--- config.mk ---
export PLATFORM = sky130hd
export DESIGN_NAME = regfile_wb_scheduler_flat
export DESIGN_NICKNAME = d
export VERILOG_FILES = /design/src/rtl/regfile_wb_scheduler_if.sv /design/src/rtl/regfile_wb_scheduler.sv /design/src/flat_wrapper.sv
export SDC_FILE = /design/constraint.sdc
export NUM_CORES = 1
export LEC_CHECK = 0
export ABC_CLOCK_PERIOD_IN_PS = 2250
export BUFFER_PORTS_ARGS = -buffer_cell sky130_fd_sc_hd__buf_2
export CAP_MARGIN = 20
export CELL_PAD_IN_SITES_DETAIL_PLACEMENT = 0
export CELL_PAD_IN_SITES_GLOBAL_PLACEMENT = 1
export CORE_MARGIN = 5
export CORE_UTILIZATION = 33
export CTS_CLUSTER_SIZE = 8
export DETAILED_ROUTE_END_ITERATION = 10
export PLACE_DENSITY = 0.87
export REMOVE_ABC_BUFFERS = 1
export SLEW_MARGIN = 20
export SYNTH_ARGS = -nofsm -noshare
export SYNTH_HDL_FRONTEND = slang
export SYNTH_SLANG_ARGS = --single-unit
--- constraint.sdc ---
create_clock -name i_clk -period 2.25 [get_ports i_clk]
set_input_delay 0.3375 -clock i_clk [delete_from_list [all_inputs] [get_ports i_clk]]
set_output_delay 0.3375 -clock i_clk [all_outputs]
set_load 0.005 [all_outputs]
--- src/rtl/regfile_wb_scheduler_if.sv ---
// rtl/regfile_wb_scheduler_if.sv - writeback request bundle (valid/ready/rd/data)
// Purpose: one writeback requester's handshake towards the scheduler.
// Signals:
//   valid  requester -> scheduler  request present
//   ready  scheduler -> requester  request accepted this cycle
//   rd     requester -> scheduler  destination register index
//   data   requester -> scheduler  writeback value
interface regfile_wb_scheduler_if #(
   parameter int ADDR_W = 6,
   parameter int DATA_W = 64
);
   logic              valid;
   logic              ready;
   logic [ADDR_W-1:0] rd;
   logic [DATA_W-1:0] data;

   modport master (output valid, output rd, output data, input ready);
   modport slave  (input valid, input rd, input data, output ready);
endinterface

--- src/rtl/regfile_wb_scheduler.sv ---
// rtl/regfile_wb_scheduler.sv - register file write-port arbiter with busy scoreboard
// Purpose: arbitrates the single register file write port between the ALU and
// load writeback paths, registers the chosen write, and tracks in-flight
// destination registers so decode can stall on RAW hazards.
// Ports:
//   i_clk, i_rst        clock, synchronous active-high reset
//   io_alu, io_mem      writeback requesters (slave side of the bundle)
//   i_issue_valid/rd    decode issues a producer of rd
//   i_chk_rs1/rs2       decode source registers to check
//   o_stall             a checked source is busy
//   o_rf_we/rd/wdata    registered register file write port
//   o_idx_err           sticky out-of-range index flag
module regfile_wb_scheduler #(
   parameter int NUM_REGS = 32,
   parameter int ADDR_W   = 6,
   parameter int DATA_W   = 64
) (
   input  logic                  i_clk,
   input  logic                  i_rst,
   regfile_wb_scheduler_if.slave io_alu,
   regfile_wb_scheduler_if.slave io_mem,
   input  logic                  i_issue_valid,
   input  logic [ADDR_W-1:0]     i_issue_rd,
   input  logic [ADDR_W-1:0]     i_chk_rs1,
   input  logic [ADDR_W-1:0]     i_chk_rs2,
   output logic                  o_stall,
   output logic                  o_rf_we,
   output logic [ADDR_W-1:0]     o_rf_rd,
   output logic [DATA_W-1:0]     o_rf_wdata,
   output logic                  o_idx_err
);

   localparam logic [ADDR_W:0] LP_NUM_REGS = (ADDR_W+1)'(NUM_REGS);

   // Round-robin pointer: names the requester that wins the next tie.
   typedef enum logic {PTR_MEM = 1'b0, PTR_ALU = 1'b1} ptr_t;

   ptr_t                r_ptr;
   ptr_t                w_ptr_nxt;
   logic                w_alu_gnt;
   logic                w_mem_gnt;
   logic                w_accept;
   logic [ADDR_W-1:0]   w_sel_rd;
   logic [DATA_W-1:0]   w_sel_data;
   logic                w_sel_in_range;
   logic                w_issue_in_range;
   logic                w_wr_en;
   logic                w_issue_set;

   logic                r_rf_we;
   logic [ADDR_W-1:0]   r_rf_rd;
   logic [DATA_W-1:0]   r_rf_wdata;
   logic                r_idx_err;
   logic [NUM_REGS-1:0] r_busy;
   logic                w_stall;

   always_ff @(posedge i_clk) begin
      if (i_rst) begin
         r_ptr <= PTR_MEM;
      end else begin
         r_ptr <= w_ptr_nxt;
      end
   end

   // Grants depend only on the valids and the pointer; the pointer moves
   // only when both requesters compete.
   always_comb begin
      w_alu_gnt = 1'b0;
      w_mem_gnt = 1'b0;
      w_ptr_nxt = r_ptr;
      if (io_alu.valid && io_mem.valid) begin
         if (r_ptr == PTR_ALU) begin
            w_alu_gnt = 1'b1;
            w_ptr_nxt = PTR_MEM;
         end else begin
            w_mem_gnt = 1'b1;
            w_ptr_nxt = PTR_ALU;
         end
      end else begin
         w_alu_gnt = io_alu.valid;
         w_mem_gnt = io_mem.valid;
      end
   end

   assign io_alu.ready = w_alu_gnt;
   assign io_mem.ready = w_mem_gnt;

   assign w_accept         = w_alu_gnt | w_mem_gnt;
   assign w_sel_rd         = w_alu_gnt ? io_alu.rd   : io_mem.rd;
   assign w_sel_data       = w_alu_gnt ? io_alu.data : io_mem.data;
   assign w_sel_in_range   = ({1'b0, w_sel_rd} < LP_NUM_REGS);
   assign w_issue_in_range = ({1'b0, i_issue_rd} < LP_NUM_REGS);
   // x0 and out-of-range writes still handshake but never reach the file.
   assign w_wr_en          = w_accept && w_sel_in_range && (w_sel_rd != '0);
   assign w_issue_set      = i_issue_valid && w_issue_in_range && (i_issue_rd != '0);

   always_ff @(posedge i_clk) begin
      if (i_rst) begin
         r_rf_we    <= 1'b0;
         r_rf_rd    <= '0;
         r_rf_wdata <= '0;
         r_idx_err  <= 1'b0;
      end else begin
         r_rf_we <= w_wr_en;
         if (w_wr_en) begin
            r_rf_rd    <= w_sel_rd;
            r_rf_wdata <= w_sel_data;
         end
         if ((w_accept && !w_sel_in_range) || (i_issue_valid && !w_issue_in_range)) begin
            r_idx_err <= 1'b1;
         end
      end
   end

   // A new issue to a register outranks the completing write of an older
   // producer of the same register.
   always_ff @(posedge i_clk) begin
      if (i_rst) begin
         r_busy <= '0;
      end else begin
         r_busy[0] <= 1'b0;
         for (int i = 1; i < NUM_REGS; i++) begin
            if (w_issue_set && (i_issue_rd == ADDR_W'(i))) begin
               r_busy[i] <= 1'b1;
            end else if (r_rf_we && (r_rf_rd == ADDR_W'(i))) begin
               r_busy[i] <= 1'b0;
            end
         end
      end
   end

   // Index compare over the tracked range keeps out-of-range sources at 0.
   always_comb begin
      w_stall = 1'b0;
      for (int i = 1; i < NUM_REGS; i++) begin
         if (r_busy[i] && ((i_chk_rs1 == ADDR_W'(i)) || (i_chk_rs2 == ADDR_W'(i)))) begin
            w_stall = 1'b1;
         end
      end
   end

   assign o_stall    = w_stall;
   assign o_rf_we    = r_rf_we;
   assign o_rf_rd    = r_rf_rd;
   assign o_rf_wdata = r_rf_wdata;
   assign o_idx_err  = r_idx_err;

endmodule
--- src/flat_wrapper.sv ---
// flat-port wrapper written by rule: the top's interface ports become plain ports
module regfile_wb_scheduler_flat 
#(
   parameter int NUM_REGS = 32,
   parameter int ADDR_W   = 6,
   parameter int DATA_W   = 64
)
  (i_clk, i_rst, i_issue_valid, i_issue_rd, i_chk_rs1, i_chk_rs2, o_stall, o_rf_we, o_rf_rd, o_rf_wdata, o_idx_err, io_alu_valid, io_alu_rd, io_alu_data, io_alu_ready, io_mem_valid, io_mem_rd, io_mem_data, io_mem_ready);
  regfile_wb_scheduler_if #(.ADDR_W(ADDR_W), .DATA_W(DATA_W)) io_alu_i ();
  regfile_wb_scheduler_if #(.ADDR_W(ADDR_W), .DATA_W(DATA_W)) io_mem_i ();
  input  logic i_clk;
  input  logic i_rst;
  input  logic i_issue_valid;
  input  logic [ADDR_W-1:0] i_issue_rd;
  input  logic [ADDR_W-1:0] i_chk_rs1;
  input  logic [ADDR_W-1:0] i_chk_rs2;
  output logic o_stall;
  output logic o_rf_we;
  output logic [ADDR_W-1:0] o_rf_rd;
  output logic [DATA_W-1:0] o_rf_wdata;
  output logic o_idx_err;
  input wire logic [$bits(io_alu_i.valid)-1:0] io_alu_valid;
  input wire logic [$bits(io_alu_i.rd)-1:0] io_alu_rd;
  input wire logic [$bits(io_alu_i.data)-1:0] io_alu_data;
  output wire logic [$bits(io_alu_i.ready)-1:0] io_alu_ready;
  input wire logic [$bits(io_mem_i.valid)-1:0] io_mem_valid;
  input wire logic [$bits(io_mem_i.rd)-1:0] io_mem_rd;
  input wire logic [$bits(io_mem_i.data)-1:0] io_mem_data;
  output wire logic [$bits(io_mem_i.ready)-1:0] io_mem_ready;
  assign io_alu_i.valid = io_alu_valid;
  assign io_alu_i.rd = io_alu_rd;
  assign io_alu_i.data = io_alu_data;
  assign io_alu_ready = io_alu_i.ready;
  assign io_mem_i.valid = io_mem_valid;
  assign io_mem_i.rd = io_mem_rd;
  assign io_mem_i.data = io_mem_data;
  assign io_mem_ready = io_mem_i.ready;
  regfile_wb_scheduler #(.NUM_REGS(NUM_REGS), .ADDR_W(ADDR_W), .DATA_W(DATA_W)) u_core (.i_clk(i_clk), .i_rst(i_rst), .io_alu(io_alu_i), .io_mem(io_mem_i), .i_issue_valid(i_issue_valid), .i_issue_rd(i_issue_rd), .i_chk_rs1(i_chk_rs1), .i_chk_rs2(i_chk_rs2), .o_stall(o_stall), .o_rf_we(o_rf_we), .o_rf_rd(o_rf_rd), .o_rf_wdata(o_rf_wdata), .o_idx_err(o_idx_err));
endmodule
==> impl_metrics.csv <==
group,metric,value,unit
timing,relSlewSlack,55.82,%
yosys,synth_area_per_cell,7.565,um^2
die,dieArea,18530,um^2
yosys,synthesis.area,5250,um^2
yosys,syn_inst,694,
global_routing,grt-ovfl-total,0,
final_layout,syn2layout_area_growth,38.61,%
route,ant_nets,0,
status,status,"complete, but fails checks",
route,drtPass1Iterations,5,
die,start_util,33.29,%
cts,cts_buffer_depth,2,
critical_path,critical_path_class,"reg2out",
run,max-cap-violations,0,
final_layout,drive_gt1_share,34.28,%
route,wl_met2,10310,um
global_routing,gr-usage-all-layers,21.28,%
timing,grt_setup_unrepaired,"true",
die,core,15770,um^2
final_layout,fin_cells,1164,
timing,finalWorstSetupSlack,-0.3009,ns
timing,post-route-period-util,113.4,%
status,violations,"negative setup slack",
route,vias_per_cell,5.109,
critical_path,crit_arrival,2.21,ns
cts,numCtsBuffers,9,
placement,place_inst,1148,
global_routing,grt_pass1_wl,31120,um
yosys,synth-edff-count,0,
cts,cts_setup_buffers,0,
die,die_h,136.1,um
route,wl_per_cell,17.41,um
critical_path,crit_fanout,3,
timing,slew_viol_final,0,
timing,hold_viol,0,
route,route.detailed.drc,0,
power,totalPowerFinal,4635,uW
critical_path,required,1.91,ns
timing,worst_pin_slew,0.6602,ns
route,top_layer,"met4",
final_layout,layout.nets,1106,
critical_path,rr_endpoint,"u_core.o_rf_wdata[44]",
yosys,yosysWarnings,0,
yosys,synth_cell_types,53,
final_layout,num_antenna_cells,0,
cts,root_buffer,"clkbuf_16",
critical_path,r2r_cells,7,
placement,port_buffers,237,
critical_path,timing.rr.start,"u_core.r_ptr",
critical_path,startpoint_type,"flip-flop",
timing,fmax,392.0,MHz
die,die_w,136.1,um
route,vias,5947,
yosys,async_flop_share,0,%
cts,hold_buffers,0,
yosys,synth_seq_cells,104,
final_layout,fin_util,46.14,%
power,ir_drop,0.4039,mV
cts,clock_latency,0.35,ns
die,rows,46,
global_routing,antenna_found_initial,0,
critical_path,worst_setup_path_end_kind,"output port",
power,power.density,636.9,nW/um^2
cts,clkTransAtPathRegs,0.08,ns
route,dr.first_iter.drc_count,296,
route,wl_met3,1439,um
placement,dp_hpwl,15890,um
yosys,synth_seq_area_share,39.66,%
cts,cts.sinks,104,
critical_path,rrSetupSlack,0.27,ns
placement,gp_congestion,0.8532,
min_path,hold_path.class,"in2reg",
cts,cts_tree,"done",
route,wl_met1,7960,um
power,leakagePower,0.003189,uW
min_path,whs_endpoint,"u_core.o_rf_wdata[24]",
min_path,holdCritStartpoint,"io_alu_data[24]",
route,routed_wl,20260,um
cts,htreeDepth,3,
global_routing,grt_max_degree,71,
die,ios,238,
timing,skew,0.01060,ns
timing,min_period,2.551,ns
timing,setup_viol_count_final,1,
global_routing,grt_pass1_vias,5736,
yosys,ys.flop_type,"dfxtp_1",
min_path,worstHoldPathCells,3,
worst max path at each step:
stage / slack [ns] / startpoint / to
6_report: -0.30 / u_core.r_busy[18] / o_stall
4_1_cts: -0.29 / u_core.r_busy[18] / o_stall
2_1_floorplan: -3.39 / io_mem_valid / u_core.o_rf_rd[2]
3_5_place_dp: -0.20 / i_chk_rs2[0] / o_stall
3_3_place_gp: -0.27 / i_chk_rs2[0] / o_stall
5_1_grt: -0.36 / u_core.r_busy[5] / o_stall
metrics by stage:
step / area (um^2) / hold WS, ns / setup TNS [ns] / setup slack (ns)
6_report: 7277 / 0.2395 / -0.3009 / -0.3009
3_3_place_gp: 6959 / 0.4706 / -0.2663 / -0.2663
5_1_grt: 7277 / 0.2466 / -0.3579 / -0.3579
2_1_floorplan: 4977 / 0.4066 / -238.18 / -3.390
3_5_place_dp: 6959 / 0.4760 / -0.1957 / -0.1957
4_1_cts: 7276 / 0.2345 / -0.2887 / -0.2887
cell usage after synthesis, drive strengths merged, types with 8 or more instances:
master	count	area, um^2
nor3b	8	60.06
clkbuf	30	112.6
a21oi	35	178.9
o21ai	39	206.5
nand2	188	705.7
nor2	79	296.5
nor3	9	45.04
nand2b	10	62.56
a311oi	67	586.8
buf	26	160.1
inv	9	33.79
dfxtp	104	2082
nor4	9	56.30
repair_timing:
item                                    4_1_cts  5_1_grt
gates resized for setup                       2        1
endpoints found under the setup margin        1        1
pin swaps                                     3        0
per-layer routing:
metal,track usage [%],vias up
met3,5.403,38
met1,24.57,2716
li1,-,2977
met2,38.11,216
met4,7.279,0
met5,0,-
state kept, by name, summed over array words and instances (netlist names):
name / flops
u_core.o_rf_wdata: 64
u_core.r_ptr: 1
u_core.r_busy: 31
u_core.o_idx_err: 1
u_core.o_rf_rd: 6
u_core.o_rf_we: 1
kinds of logic (layout without fill, tap and decap cells):
logic type	count (synthesis)	after routing	synth area share, %
and+or+nand+nor	343	343	28.77
xor gates and xnor gates	1	1	0.1669
muxes	12	12	2.645
buffers and inverters	65	319	5.839
DFF	104	104	39.66
AOI/OAI and AO/OA	169	169	22.93
layout by cell type, fill, tap and decap left out, types with 6 or more instances in the layout:
master,Yosys,final
buf_4,10,51
nor3b_1,8,8
dfxtp_1,104,102
mux2i_1,6,6
nand2b_1,10,10
buf_2,14,236
nor3_1,9,9
nor4_1,9,8
inv_1,7,7
o21ai_0,38,38
buf_12,0,7
a21oi_1,34,34
clkbuf_16,0,9
a311oi_1,67,67
nand3_1,7,7
nor2_1,79,79
nand2_1,188,188
nand4_1,6,6
power by group:
part	internal [uW]	leakage (uW)	switching, uW
clock network	925	0.000141	707
registers	1970	0.000855	69.3
logic	437	0.00219	526
critical path, cell delays in order (launching register included):
cell	delay, ns
dfxtp_2	0.35
nor3b_1	0.14
o2111ai_1	0.24
o2111ai_1	0.14
or4_1	0.44
nor4_2	0.21
o2111ai_1	0.18
buf_2	0.17
cell type report:
type | instances | area (um^2)
clock buffers | 12 | 256.5
clock inverters | 4 | 52.55
fillers | 1642 | 8493
inverters | 9 | 33.78
multi-input cells | 525 | 2875
flip-flops and latches | 104 | 2085
well taps | 216 | 270.3
repair buffers | 294 | 1704
Note: power is estimated with default switching activity, not from simulation.
